<file path="src/rtl/e_in_ports_if.sv">
// Bus bundle for the E/S input ports: device strobe/ack/data lines plus the CPU
// read side (id_in/rd/data_in/ready/ovf/irq).
interface e_in_ports_if #(parameter int WIDTH = 8);
  logic [WIDTH-1:0] in1, in2, in3, in4;
  logic             stb1, stb2, stb3, stb4;
  logic             ack1, ack2, ack3, ack4;
  logic [1:0]       id_in;
  logic             rd;
  logic [WIDTH-1:0] data_in;
  logic [3:0]       ready;
  logic [3:0]       ovf;
  logic             irq;

  modport master (
    output in1, in2, in3, in4, stb1, stb2, stb3, stb4, id_in, rd,
    input  ack1, ack2, ack3, ack4, data_in, ready, ovf, irq
  );
  modport slave (
    input  in1, in2, in3, in4, stb1, stb2, stb3, stb4, id_in, rd,
    output ack1, ack2, ack3, ack4, data_in, ready, ovf, irq
  );
endinterface

</file>
<file path="src/rtl/e_in_ports.sv">
// Four-port strobe/ack byte input block with per-port sync, capture FSM and status.
// Optional macro E_S_IRQ_EN: registered irq = |ready; otherwise irq is tied low.
module e_in_port_lane #(
  parameter int WIDTH       = 8,
  parameter int SYNC_STAGES = 2
) (
  input  logic             clk,
  input  logic             reset,
  input  logic             stb,
  input  logic [WIDTH-1:0] din,
  input  logic             rd_sel,
  output logic [WIDTH-1:0] hold,
  output logic             ready,
  output logic             ovf,
  output logic             ack
);
  typedef enum logic [1:0] {IDLE, FULL, DRAIN} st_t;
  st_t st, nxt;

  logic [SYNC_STAGES-1:0] sync;
  logic prev, s_stb, cap;

  assign s_stb = sync[SYNC_STAGES-1];
  assign cap   = s_stb & ~prev;

  always_ff @(posedge clk or posedge reset) begin
    if (reset) begin
      sync <= '0;
      prev <= 1'b0;
      st   <= IDLE;
    end else begin
      sync <= {sync[SYNC_STAGES-2:0], stb};
      prev <= s_stb;
      st   <= nxt;
    end
  end

  always_comb begin
    nxt = st;
    case (st)
      IDLE:    if (cap) nxt = FULL;
      FULL:    if (rd_sel) nxt = s_stb ? DRAIN : IDLE;
      DRAIN:   if (!s_stb) nxt = IDLE;
      default: nxt = IDLE;
    endcase
  end

  always_comb begin
    ready = (st == FULL);
    ack   = (st != IDLE);
  end

  // A strobe arriving while FULL is dropped and flagged; the read clears the flag.
  always_ff @(posedge clk or posedge reset) begin
    if (reset) begin
      hold <= '0;
      ovf  <= 1'b0;
    end else begin
      if (st == IDLE && cap) hold <= din;
      if (st == FULL) begin
        if (rd_sel)   ovf <= 1'b0;
        else if (cap) ovf <= 1'b1;
      end
    end
  end
endmodule

module e_in_ports #(
  parameter int WIDTH       = 8,
  parameter int SYNC_STAGES = 2
) (
  input logic          clk,
  input logic          reset,
  e_in_ports_if.slave  bus
);
  localparam int NUM_LANES = 4;

  logic [NUM_LANES-1:0][WIDTH-1:0] din, hold;
  logic [NUM_LANES-1:0]            stb, ack, rdy, ovf;

  assign din = {bus.in4, bus.in3, bus.in2, bus.in1};
  assign stb = {bus.stb4, bus.stb3, bus.stb2, bus.stb1};

  for (genvar i = 0; i < NUM_LANES; i++) begin : g_lane
    e_in_port_lane #(.WIDTH(WIDTH), .SYNC_STAGES(SYNC_STAGES)) u_lane (
      .clk    (clk),
      .reset  (reset),
      .stb    (stb[i]),
      .din    (din[i]),
      .rd_sel (bus.rd && (bus.id_in == 2'(i))),
      .hold   (hold[i]),
      .ready  (rdy[i]),
      .ovf    (ovf[i]),
      .ack    (ack[i])
    );
  end

  assign bus.data_in = hold[bus.id_in];
  assign bus.ready   = rdy;
  assign bus.ovf     = ovf;
  assign bus.ack1    = ack[0];
  assign bus.ack2    = ack[1];
  assign bus.ack3    = ack[2];
  assign bus.ack4    = ack[3];

`ifdef E_S_IRQ_EN
  logic irq_q;
  always_ff @(posedge clk or posedge reset) begin
    if (reset) irq_q <= 1'b0;
    else       irq_q <= |rdy;
  end
  assign bus.irq = irq_q;
`else
  assign bus.irq = 1'b0;
`endif
endmodule

</file>
<file path="src/flat_wrapper.sv">
// flat-port wrapper written by rule: the top's interface ports become plain ports
module e_in_ports_flat 
#(
  parameter int WIDTH       = 8,
  parameter int SYNC_STAGES = 2
)
  (clk, reset, bus_in1, bus_in2, bus_in3, bus_in4, bus_stb1, bus_stb2, bus_stb3, bus_stb4, bus_id_in, bus_rd, bus_ack1, bus_ack2, bus_ack3, bus_ack4, bus_data_in, bus_ready, bus_ovf, bus_irq);
  e_in_ports_if #(.WIDTH(WIDTH)) bus_i ();
  input logic clk;
  input logic reset;
  input wire logic [$bits(bus_i.in1)-1:0] bus_in1;
  input wire logic [$bits(bus_i.in2)-1:0] bus_in2;
  input wire logic [$bits(bus_i.in3)-1:0] bus_in3;
  input wire logic [$bits(bus_i.in4)-1:0] bus_in4;
  input wire logic [$bits(bus_i.stb1)-1:0] bus_stb1;
  input wire logic [$bits(bus_i.stb2)-1:0] bus_stb2;
  input wire logic [$bits(bus_i.stb3)-1:0] bus_stb3;
  input wire logic [$bits(bus_i.stb4)-1:0] bus_stb4;
  input wire logic [$bits(bus_i.id_in)-1:0] bus_id_in;
  input wire logic [$bits(bus_i.rd)-1:0] bus_rd;
  output wire logic [$bits(bus_i.ack1)-1:0] bus_ack1;
  output wire logic [$bits(bus_i.ack2)-1:0] bus_ack2;
  output wire logic [$bits(bus_i.ack3)-1:0] bus_ack3;
  output wire logic [$bits(bus_i.ack4)-1:0] bus_ack4;
  output wire logic [$bits(bus_i.data_in)-1:0] bus_data_in;
  output wire logic [$bits(bus_i.ready)-1:0] bus_ready;
  output wire logic [$bits(bus_i.ovf)-1:0] bus_ovf;
  output wire logic [$bits(bus_i.irq)-1:0] bus_irq;
  assign bus_i.in1 = bus_in1;
  assign bus_i.in2 = bus_in2;
  assign bus_i.in3 = bus_in3;
  assign bus_i.in4 = bus_in4;
  assign bus_i.stb1 = bus_stb1;
  assign bus_i.stb2 = bus_stb2;
  assign bus_i.stb3 = bus_stb3;
  assign bus_i.stb4 = bus_stb4;
  assign bus_i.id_in = bus_id_in;
  assign bus_i.rd = bus_rd;
  assign bus_ack1 = bus_i.ack1;
  assign bus_ack2 = bus_i.ack2;
  assign bus_ack3 = bus_i.ack3;
  assign bus_ack4 = bus_i.ack4;
  assign bus_data_in = bus_i.data_in;
  assign bus_ready = bus_i.ready;
  assign bus_ovf = bus_i.ovf;
  assign bus_irq = bus_i.irq;
  e_in_ports #(.WIDTH(WIDTH), .SYNC_STAGES(SYNC_STAGES)) u_core (.clk(clk), .reset(reset), .bus(bus_i));
endmodule
</file>
<file path="config.mk">
export PLATFORM = sky130hd
export DESIGN_NAME = e_in_ports_flat
export DESIGN_NICKNAME = d
export VERILOG_FILES = /design/src/rtl/e_in_ports_if.sv /design/src/rtl/e_in_ports.sv /design/src/flat_wrapper.sv
export SDC_FILE = /design/constraint.sdc
export NUM_CORES = 1
export LEC_CHECK = 0
export ABC_AREA = 0
export CAP_MARGIN = 5
export CORE_UTILIZATION = 44
export CTS_BUF_LIST = sky130_fd_sc_hd__clkbuf_16
export DETAILED_ROUTE_END_ITERATION = 12
export GPL_ROUTABILITY_DRIVEN = 0
export PLACE_DENSITY = 0.83
export SKIP_CTS_REPAIR_TIMING = 1
export SLEW_MARGIN = 20
export SYNTH_ARGS = -nofsm -noshare
export SYNTH_HDL_FRONTEND = slang
export SYNTH_HIERARCHICAL = 1
export SYNTH_SLANG_ARGS = --single-unit
</file>
<file path="constraint.sdc">
create_clock -name clk -period 1.3 [get_ports clk]
set_input_delay 0.13 -clock clk [delete_from_list [all_inputs] [get_ports clk]]
set_output_delay 0.13 -clock clk [all_outputs]
set_load 0.005 [all_outputs]
</file>
Word level (Yosys, flattened, before mapping)
Index checks and enable logic that the tools add are counted.
{"block": "op_classes", "magnitude_cmp": 1, "eq_ne": 23, "muxes": 30, "bitwise_logic": 8, "reduce_logical": 29}
{"op": "2-to-1 mux 2 bit", "n": 16}
{"op": "!= test 2 bit, second input constant", "n": 12}
{"op": "one-hot mux 2 bit (3 select lines)", "n": 4}
{"op": "binary-select mux 8 bit (select 2 bit)", "n": 1}
{"op": "nonzero test 2 bit", "n": 8}
{"op": "== test 2 bit, second input constant", "n": 6}
{"op": "AND reduction 3 bit", "n": 4}
{"op": "== test 2 x 1 -> 1 bit, second input constant", "n": 5}
{"op": "logical NOT 2 bit", "n": 5}
{"op": "logical AND 1 bit", "n": 8}
{"op": "2-to-1 mux 1 bit", "n": 8}
{"op": "2-to-1 mux 8 bit", "n": 1}
{"op": "AND reduction 2 bit", "n": 4}
{"op": "AND 1 bit", "n": 4}
{"op": "NOT 1 bit", "n": 4}
{"op": "less-than comparator 2 x 3 -> 1 bit, second input constant", "n": 1}
{"block": "word_totals", "regBits": 56, "output_inout_bits": 21}

Depth between registers and ports, before layout
Gate-level depths: netlist of run 1.
{"block": "logic_depth", "ltp_word": 4, "depth_mapped": 4, "mapped_depth_nobuf": 3}

Hierarchy
The synthesis of run 1 kept the hierarchy.
{"mod": "e_in_port_lane", "n_inst": 4, "cells_each": 34, "area_each_um2": 545.5}
{"mod": "e_in_ports", "n_inst": 1, "cells_each": 16, "area_each_um2": 250.2}

Least setup slack after synthesis of run 1
OpenSTA, ideal clock, no wires.
{"block": "synth_path", "path_kind": "reg2reg", "startpoint": "reg u_core.g_lane[0].u_lane.st[1]", "endpoint": "reg u_core.g_lane[0].u_lane.hold[0]", "setup_ps": 125, "t_arrival_ps": 1272, "required_ps": 1175, "slack_ps": -97, "stages_incl_launch_ff": 3, "n_path_buf": 0, "period_less_slack_ps": 1397, "path_cell_list": "dfrtp_1 -> nor4b_4 -> mux2_2"}
{"block": "synth_via", "elab_chain_cells": 2}
{"element": "start: declaration", "line_no": "e_in_ports.sv:18", "source": "st_t st, nxt;"}
{"element": "start signal: assignment", "line_no": "e_in_ports.sv:34", "source": "st <= nxt;"}
{"element": "logical NOT 2 bit", "line_no": "e_in_ports.sv:59", "source": "if (st == IDLE && cap) hold <= din;"}
{"element": "logical AND 1 bit", "line_no": "e_in_ports.sv:59"}
{"element": "end signal: assignment", "line_no": "e_in_ports.sv:59"}
{"element": "end: declaration", "line_no": "e_in_ports.sv:12", "source": "output logic [WIDTH-1:0] hold,"}
Every way passes these cells.
A chain may end at the register's enable or synchronous reset.

Final worst setup path of run 1
{"block": "layout_path", "startpoint": "reg u_core.g_lane[0].u_lane.st[1]", "endpoint": "reg u_core.g_lane[0].u_lane.hold[6]"}
Same word-level chain as after synthesis.

==> run summary, run 1 <==
The final reports fail on negative setup slack. For this design, the slowest cell found on the critical path is sky130_fd_sc_hd__dfrtp_1. The logs give 0 for the number of max-slew violations in the final report and 56 for the count of clock tree sinks.

TritonCTS built the clock tree. Counting along the longest clock path gives a buffer depth of 2. The setup path with the least slack is of type flip-flop to flip-flop.

Of the cells placed in the final design, the portion with a size suffix greater than 1 is 51.70%. The run gives 2432 um2 as the cell area after synthesis. The startpoint type of the worst setup path is a flip-flop. 0 antenna diodes ended up in the layout. The via count of the first global-routing pass is 1852. The max capacitance violation total is 0.

For the total routing usage reported by global routing, the log shows 20.95%. The library cells used most frequently in the layout, excluding fill and tap cells, are 51 x sky130_fd_sc_hd__dfrtp_1, 39 x sky130_fd_sc_hd__clkdlybuf4s50_1, 37 x sky130_fd_sc_hd__buf_4, 32 x sky130_fd_sc_hd__mux2_4, 11 x sky130_fd_sc_hd__dlymetal6s2s_1. The floorplan step set the die height to 76.35 um. Setup violations remaining at the end of the flow were counted as 42. The first TritonRoute pass finished after 4 iterations. The signal on the critical path passes through buf_6 -> nor4b_4 -> buf_6 -> mux2_4. Synthesis instantiated 23 different standard cells from the library.

Relative to the synthesized area, the layout overhead comes to 57.05%. In this run the mean area of a mapped cell was 16.00 um2. For the number of buffers created by CTS, the log shows 5. At the end of the flow, the number of nets in the layout was 305. The hold violation total from the final report was 0. The HPWL after detailed placement is 4264 um.

At the later pin of the worst-skew pair, clock insertion delay measures 290 ps. The static power due to leakage is 1.790 nW. The proportion of synthesized chip area in sequential cells is 57.61%, and the maximum number of pins on one net before global-route repair is 18. After technology mapping, the gate count stands at 152.

The power density over cell area came out at 1891 nW/um2. The tools report the worst setup path startpoint as u_core/g_lane[0].u_lane/st[1]. Met3 track demand over resource: 4.671%. The worst register-to-register path begins at u_core/g_lane[0].u_lane/st[1]. The floorplan core area is 5205 um2.

For this design the top-level I/O count stands at 62. Clock tree synthesis selected as its root buffer the cell sky130_fd_sc_hd__clkbuf_16. The number of nets in the synthesized netlist is 193. The first global-routing pass estimated 9204 um of wire. Across the VDD grid, the largest voltage drop is 1242 uV.

The initial core utilization was 46.73%; the final antenna-violating net count was 0. Leaving out fill and tap cells, the most frequent cell in the layout is sky130_fd_sc_hd__dfrtp_1. Summed over all layers, the routed wires come to 6425 um. STA classifies the critical path endpoint as a flip-flop. Measured along the x axis, the die boundary spans 76.35 um. The count of buffers from port buffering was 60; the summed negative setup slack over all endpoints was -4604 ps. The clock period minus worst slack was 1449 ps; the die outline area was 5829 um2. The classification of the worst-slack hold path was primary input to asynchronous set/reset pin.

The initialized floorplan defines 26 standard-cell rows. Dividing the detail-routed wire length by the instance count gives 19.18 um. Dividing the final minimum period by the clock period gives 111.5%.

The worst-case clock skew is 3.428 ps, and the data required time at the worst endpoint is 1480 ps. The flip-flop and latch count after synthesis works out to 56. Setup repair after global routing could not meet its margin everywhere. The maximum clock rate was 690.1 MHz. The clock-pin transition on the worst setup and hold timing paths is 70 ps, and the number of DRC markers in iteration 0 is 91.

The run gives 0 as the DRC violation count after routing. The run finished, with violations left. The worst-path maximum fanout is 6.

The most heavily used metal layer in global routing was met2. The setup slack of the critical path after layout was -149.0 ps; the total vias in the final route was 1727. The H-tree was split into 2 levels. The per-cell via count in the routed design works out to 5.155.

Cell type with the highest occurrence count on the critical path: sky130_fd_sc_hd__buf_6. Global routing finished with a remaining overflow of 0. The tools report the number of warning messages in the yosys log as 6. For the worst setup path, the data arrival time is 1620 ps.

The initial antenna violation count is 0, and the biggest cell delay along the critical path is 410 ps. For this run, the share of the core covered by cells in the final layout is 73.39%. Global routing consumed, on the met2 layer, 36.31% of the routing resources. In the global route stage, met1 resource usage came out at 25.80%.
==> synth_stat cells <==
| master | instances | share of area, % |
|---|---|---|
| sky130_fd_sc_hd__or3b_2 | 4 | 1.4 |
| sky130_fd_sc_hd__nor4b_4 | 4 | 3.9 |
| sky130_fd_sc_hd__mux2_2 | 32 | 15 |
| sky130_fd_sc_hd__inv_1 | 4 | 0.62 |
| sky130_fd_sc_hd__dfrtp_1 | 56 | 58 |
| sky130_fd_sc_hd__and2b_2 | 4 | 1.4 |
| sky130_fd_sc_hd__and4bb_2 | 4 | 2.1 |
| sky130_fd_sc_hd__buf_4 | 1 | 0.31 |
| sky130_fd_sc_hd__conb_1 | 1 | 0.15 |
| sky130_fd_sc_hd__o21a_1 | 4 | 1.2 |
| sky130_fd_sc_hd__nand3b_1 | 4 | 1.2 |
| sky130_fd_sc_hd__or2b_1 | 4 | 1.2 |
| sky130_fd_sc_hd__a21oi_1 | 4 | 0.82 |
| sky130_fd_sc_hd__nand2b_1 | 4 | 1.0 |
| sky130_fd_sc_hd__buf_2 | 1 | 0.21 |
| sky130_fd_sc_hd__buf_6 | 1 | 0.46 |
| sky130_fd_sc_hd__and3_2 | 1 | 0.31 |
| sky130_fd_sc_hd__a21boi_0 | 4 | 1.2 |
| sky130_fd_sc_hd__nor3b_1 | 1 | 0.31 |
| sky130_fd_sc_hd__mux4_1 | 2 | 2.2 |
| sky130_fd_sc_hd__or2_2 | 4 | 1.0 |
| sky130_fd_sc_hd__mux4_2 | 6 | 5.6 |
| sky130_fd_sc_hd__and3b_2 | 2 | 0.82 |
==> report_power, final <==
group	switching, mW	internal (mW)	leakage [nW]
clock network	0.600	0.906	0.0814
registers	0.482	2.41	0.656
logic	0.853	1.97	1.05
total	1.94	5.29	1.79
==> worst max-delay path, delay by kind of cell (launching register included) <==
kind	cells	cell delay [ps]
buffers and inverters	2	320
and+or+nand+nor	1	300
DFF	1	410
muxes	1	310
==> final timing paths <==
path	end	slack (ps)	cells after the start
setup reg to reg	u_core/g_lane[0].u_lane/hold[6]	-150	4
max in group asynchronous	u_core/g_lane[3].u_lane/st[0]	790	3
hold reg to reg	u_core/g_lane[1].u_lane/sync[1]	360	0
min in group clk	u_core/g_lane[1].u_lane/sync[0]	290	1
setup / recovery	u_core/g_lane[0].u_lane/hold[6]	-150	4
hold / removal	u_core/g_lane[0].u_lane/hold[6]	270	3
==> final cells by class <==
type,count,area [um2]
well taps,70,87.58
clock inverters,3,42.54
inverters,4,15.01
flip-flops and latches,56,1408
fillers,332,1385
repair buffers,108,1011
clock buffers,5,125.1
multi-input cells,89,1131
==> per-stage QoR <==
stage	std cells	worst slack [ps]	instance area (um2)	hold WS, ps	total power [mW]
after detailed placement	310	-651.5	3359	341.6	5.213
after global placement	310	-621.6	3359	332.6	5.107
after floorplan	152	-83.99	2437	19.15	3.866
after CTS	318	-651.3	3527	263.2	6.741
after global routing	335	-206.5	3820	279.4	7.567
final	335	-149.0	3820	272.0	7.222
==> routing by layer <==
layer	share of wire (%)	vias up
met1	40	879
met4	1.7	0
met3	3.8	12
met2	55	58
li1	-	778
met5	0	-
==> registers in the layout, summed over array words and instances (netlist names) <==
| signal | count |
|---|---|
| u_core/g_lane.u_lane/ovf | 4 |
| u_core/g_lane.u_lane/prev | 4 |
| u_core/g_lane.u_lane/hold | 32 |
| u_core/g_lane.u_lane/sync | 8 |
| u_core/g_lane.u_lane/st | 8 |
==> logic make-up (layout without fill, tap and decap cells) <==
group	after synthesis	in the layout	synth area share [%]
AOI/OAI and AO/OA	12	12	3.292
buffers and inverters	7	120	1.594
DFF	56	56	57.61
muxes	40	40	22.53
other	1	1	0.1542
and+or+nand+nor	36	36	14.81
Power figures use the tool's default switching activity.
==> run 2: changes to the inputs <==
- CORE_UTILIZATION: 44 -> 45
- PLACE_DENSITY: 0.83 -> 0.81
- clock period: 1.3 -> 1.8 ns (I/O delays scaled with it)
==> run summary, run 2 (same netlist as run 1, synthesis figures left out) <==
The flow ran to the end, and the final reports show no timing, DRC or antenna violations. The logs give 61.40% for the worst max-slew margin expressed relative to the limit and 0 (unchanged) for the number of diodes. For the DRC violation count after routing, the log shows 0 (unchanged).

Data required time at the worst endpoint: 1620 ps (was 1480 ps). Dividing the final minimum period by the clock period gives 94.62%. The static power due to leakage came out at 1.462 nW (was 1.790 nW).

The run gives 47.02% (was 46.73%) as the initial core utilization. The power density over cell area was 1339 nW/um2 (was 1891 nW/um2). The H-tree depth reported by CTS came out at 2 (unchanged). The worst-case clock skew was 6.449 ps (was 3.428 ps). The net count of the finished layout is 264 (was 305), and the maximum number of pins on one net before global-route repair is 20 (was 18).

The run gives 2 (unchanged) as the maximum buffer depth of the clock tree. Most frequent cells in the layout: 56 x sky130_fd_sc_hd__dfrtp_1, 51 x sky130_fd_sc_hd__clkdlybuf4s50_1, 32 x sky130_fd_sc_hd__mux2_2, 9 x sky130_fd_sc_hd__dlymetal6s2s_1 (was 51 x sky130_fd_sc_hd__dfrtp_1, 39 x sky130_fd_sc_hd__clkdlybuf4s50_1, 37 x sky130_fd_sc_hd__buf_4, 32 x sky130_fd_sc_hd__mux2_4, 11 x sky130_fd_sc_hd__dlymetal6s2s_1). The startpoint type of the worst setup path is a flip-flop (unchanged). The first-pass GRT wire length is 7852 um (was 9204 um). The most common library cell in the layout ignoring fill and taps is sky130_fd_sc_hd__dfrtp_1 (unchanged). The total routing usage reported by global routing was 19.69% (was 20.95%). The tools report the multi-input gate area in the final layout as 992.2 um2 (was 1131 um2).

The final antenna-violating net count came out at 0 (unchanged). The number of cells traversed by the worst hold path was 1. Setup repair after global routing left no endpoint under its margin.

The layout overhead on the synthesized area was 38.43% (was 57.05%). The tools report the worst setup path startpoint as u_core/g_lane[1].u_lane/st[1] (was u_core/g_lane[0].u_lane/st[1]). HPWL after detailed placement: 3731 um (was 4264 um). The worst-path maximum fanout was 7 (was 6); the clock period minus worst slack was 1703 ps.

The transition time at the pin with the least slew margin was 578.4 ps; the number of max-slew violations in the final report was 0 (unchanged). The length of the first detailed-routing pass in iterations came out at 4 (unchanged). For the site row count, the log shows 26 (unchanged).

The run gives 0 (unchanged) as the max capacitance violation total. The count of buffers from port buffering came out at 60 (unchanged). For hold timing, the worst endpoint is u_core/g_lane[2].u_lane/sync[0]. The run gives 1512 (was 1727) as the total vias in the final route. Classification of the worst-slack hold path: primary input to flip-flop (was primary input to asynchronous set/reset pin). The detail-routed net length per standard cell was 17.31 um (was 19.18 um); the fraction of final layout cells sized beyond drive strength 1 was 33.93% (was 51.70%). The run gives 322.0 ps (was 272.0 ps) as the worst hold margin.

In this run the most critical hold path is launched from bus_stb3. Largest register by flop count: u_core/g_lane.u_lane/hold (unchanged). The worst supply voltage drop on vdd was 750.5 uV (was 1242 uV); the endpoint arrival time on the critical path was 1520 ps (was 1620 ps).

The run gives 1401 um2 (was 1408 um2) as the sequential cell area. Critical path start-end classification: flip-flop to output port (was flip-flop to flip-flop). The tools report the beginning of the worst register-to-register path as u_core/g_lane[0].u_lane/st[1] (unchanged). The number of setup violations in the final report is 0 (was 42). The tools report the total overflow reported by the global router as 0 (unchanged).

The tools report the clock latency reported for the late side of the worst-skew pair as 290 ps (about the same). TritonCTS built the clock tree. Clock tree root driver cell: sky130_fd_sc_hd__clkbuf_16 (unchanged).

The initial antenna violation count is 0 (unchanged). The count of clock tree sinks was 56 (unchanged); the horizontal extent of the die was 75.52 um (was 76.35 um). The hold violation total from the final report is 0 (unchanged). The run gives 587.2 MHz as the maximum clock rate. Worst reg2reg path depth: 3 (was 4). The worst flop-to-flop path endpoint was u_core/g_lane[0].u_lane/hold[2] (was u_core/g_lane[0].u_lane/hold[6]).

The floorplan core area is 5172 um2 (was 5205 um2), and the die outline height is 75.52 um (was 76.35 um). The routed wire length was 5088 um (was 6425 um). The register-to-register path setup slack is 290 ps (was -150 ps), and the overall power is 4.510 mW (was 7.222 mW). The die outline area was 5703 um2 (was 5829 um2); the final non-filler cell total was 294 (was 335).

The tools report the number of filler cells placed in the layout as 372 (was 332). The number of placed instances with taps included is 285 (was 310), and the number of I/O pins is 62 (unchanged). Largest registers ranked by flip-flop count: u_core/g_lane.u_lane/hold: 32 flops, u_core/g_lane.u_lane/st: 8 flops, u_core/g_lane.u_lane/sync: 8 flops (unchanged). The per-cell via count in the routed design was 5.143 (was 5.155). The critical path endpoint category is an output port (was a flip-flop). The via count of the first global-routing pass was 1583 (was 1852); the number of buffers created by CTS was 5 (unchanged). The number of flip-flops under the largest register name was 32 (unchanged); the number of DRC markers in iteration 0 was 49 (was 91). The clock-pin transition on the worst setup and hold timing paths is 80 ps (was 70 ps).
==> run 2: cell count changes in the layout (fill, tap and decap cells not counted), sizes merged <==
cell,before,now
buf,47,6
clkbuf,16,6
bufinv,1,0
clkinvlp,0,1
dlymetal6s2s,11,9
clkdlybuf4s50,39,51
inv,4,5
clkinv,2,1
==> run 2: layout make-up <==
type	count	share of cell area, %
clock buffers	5	3.716
clock inverters	3	0.8175
inverters	4	0.4459
multi-input cells	89	29.47
flip-flops and latches	56	41.62
well taps	70	2.601
repair buffers	67	21.33
==> run 2: power breakdown <==
part / switching, mW / leakage [nW] / internal, mW
Sequential: 0.362 / 0.662 / 1.73
Clock: 0.452 / 0.0719 / 0.528
Combinational: 0.398 / 0.728 / 1.04
==> run 2: routing by layer <==
metal  global-route usage, %  part of all wire [%]  up-vias
li1                        -                     -      695
met1                   24.69                    43      773
met2                   32.84                    52       37
met3                   5.423                   3.8        7
met4                   7.407                   1.5        0
met5                       0                     0        -
==> run 2: metrics by stage <==
stage | setup TNS (ps) | util (%) | cell area, um2 | worst slack (ps)
4_1_cts | -1654 | 64.18 | 3319 | -238.1
2_1_floorplan | 0 | - | 2432 | 403.2
6_report | 0 | 65.09 | 3367 | 96.93
3_3_place_gp | -1590 | 61.22 | 3167 | -233.2
5_1_grt | 0 | 65.09 | 3367 | 45.75
3_5_place_dp | -1648 | 61.22 | 3167 | -241.1
==> run 2: worst max-delay path by stage <==
stage                                      end  slack, ps  cells past startpoint
3_5_place_dp                    bus_data_in[5]       -240                      4
5_1_grt                               bus_ack4         50                      2
3_3_place_gp                    bus_data_in[5]       -230                      4
2_1_floorplan  u_core/g_lane[0].u_lane/hold[0]        400                      2
4_1_cts                         bus_data_in[5]       -240                      4
6_report                              bus_ack2        100                      2
==> run 2: worst max-delay path: stages (launching register included) <==
cell and delay [ps]:
sky130_fd_sc_hd__dfrtp_1 460, sky130_fd_sc_hd__or2_2 310, sky130_fd_sc_hd__clkdlybuf4s50_1 460
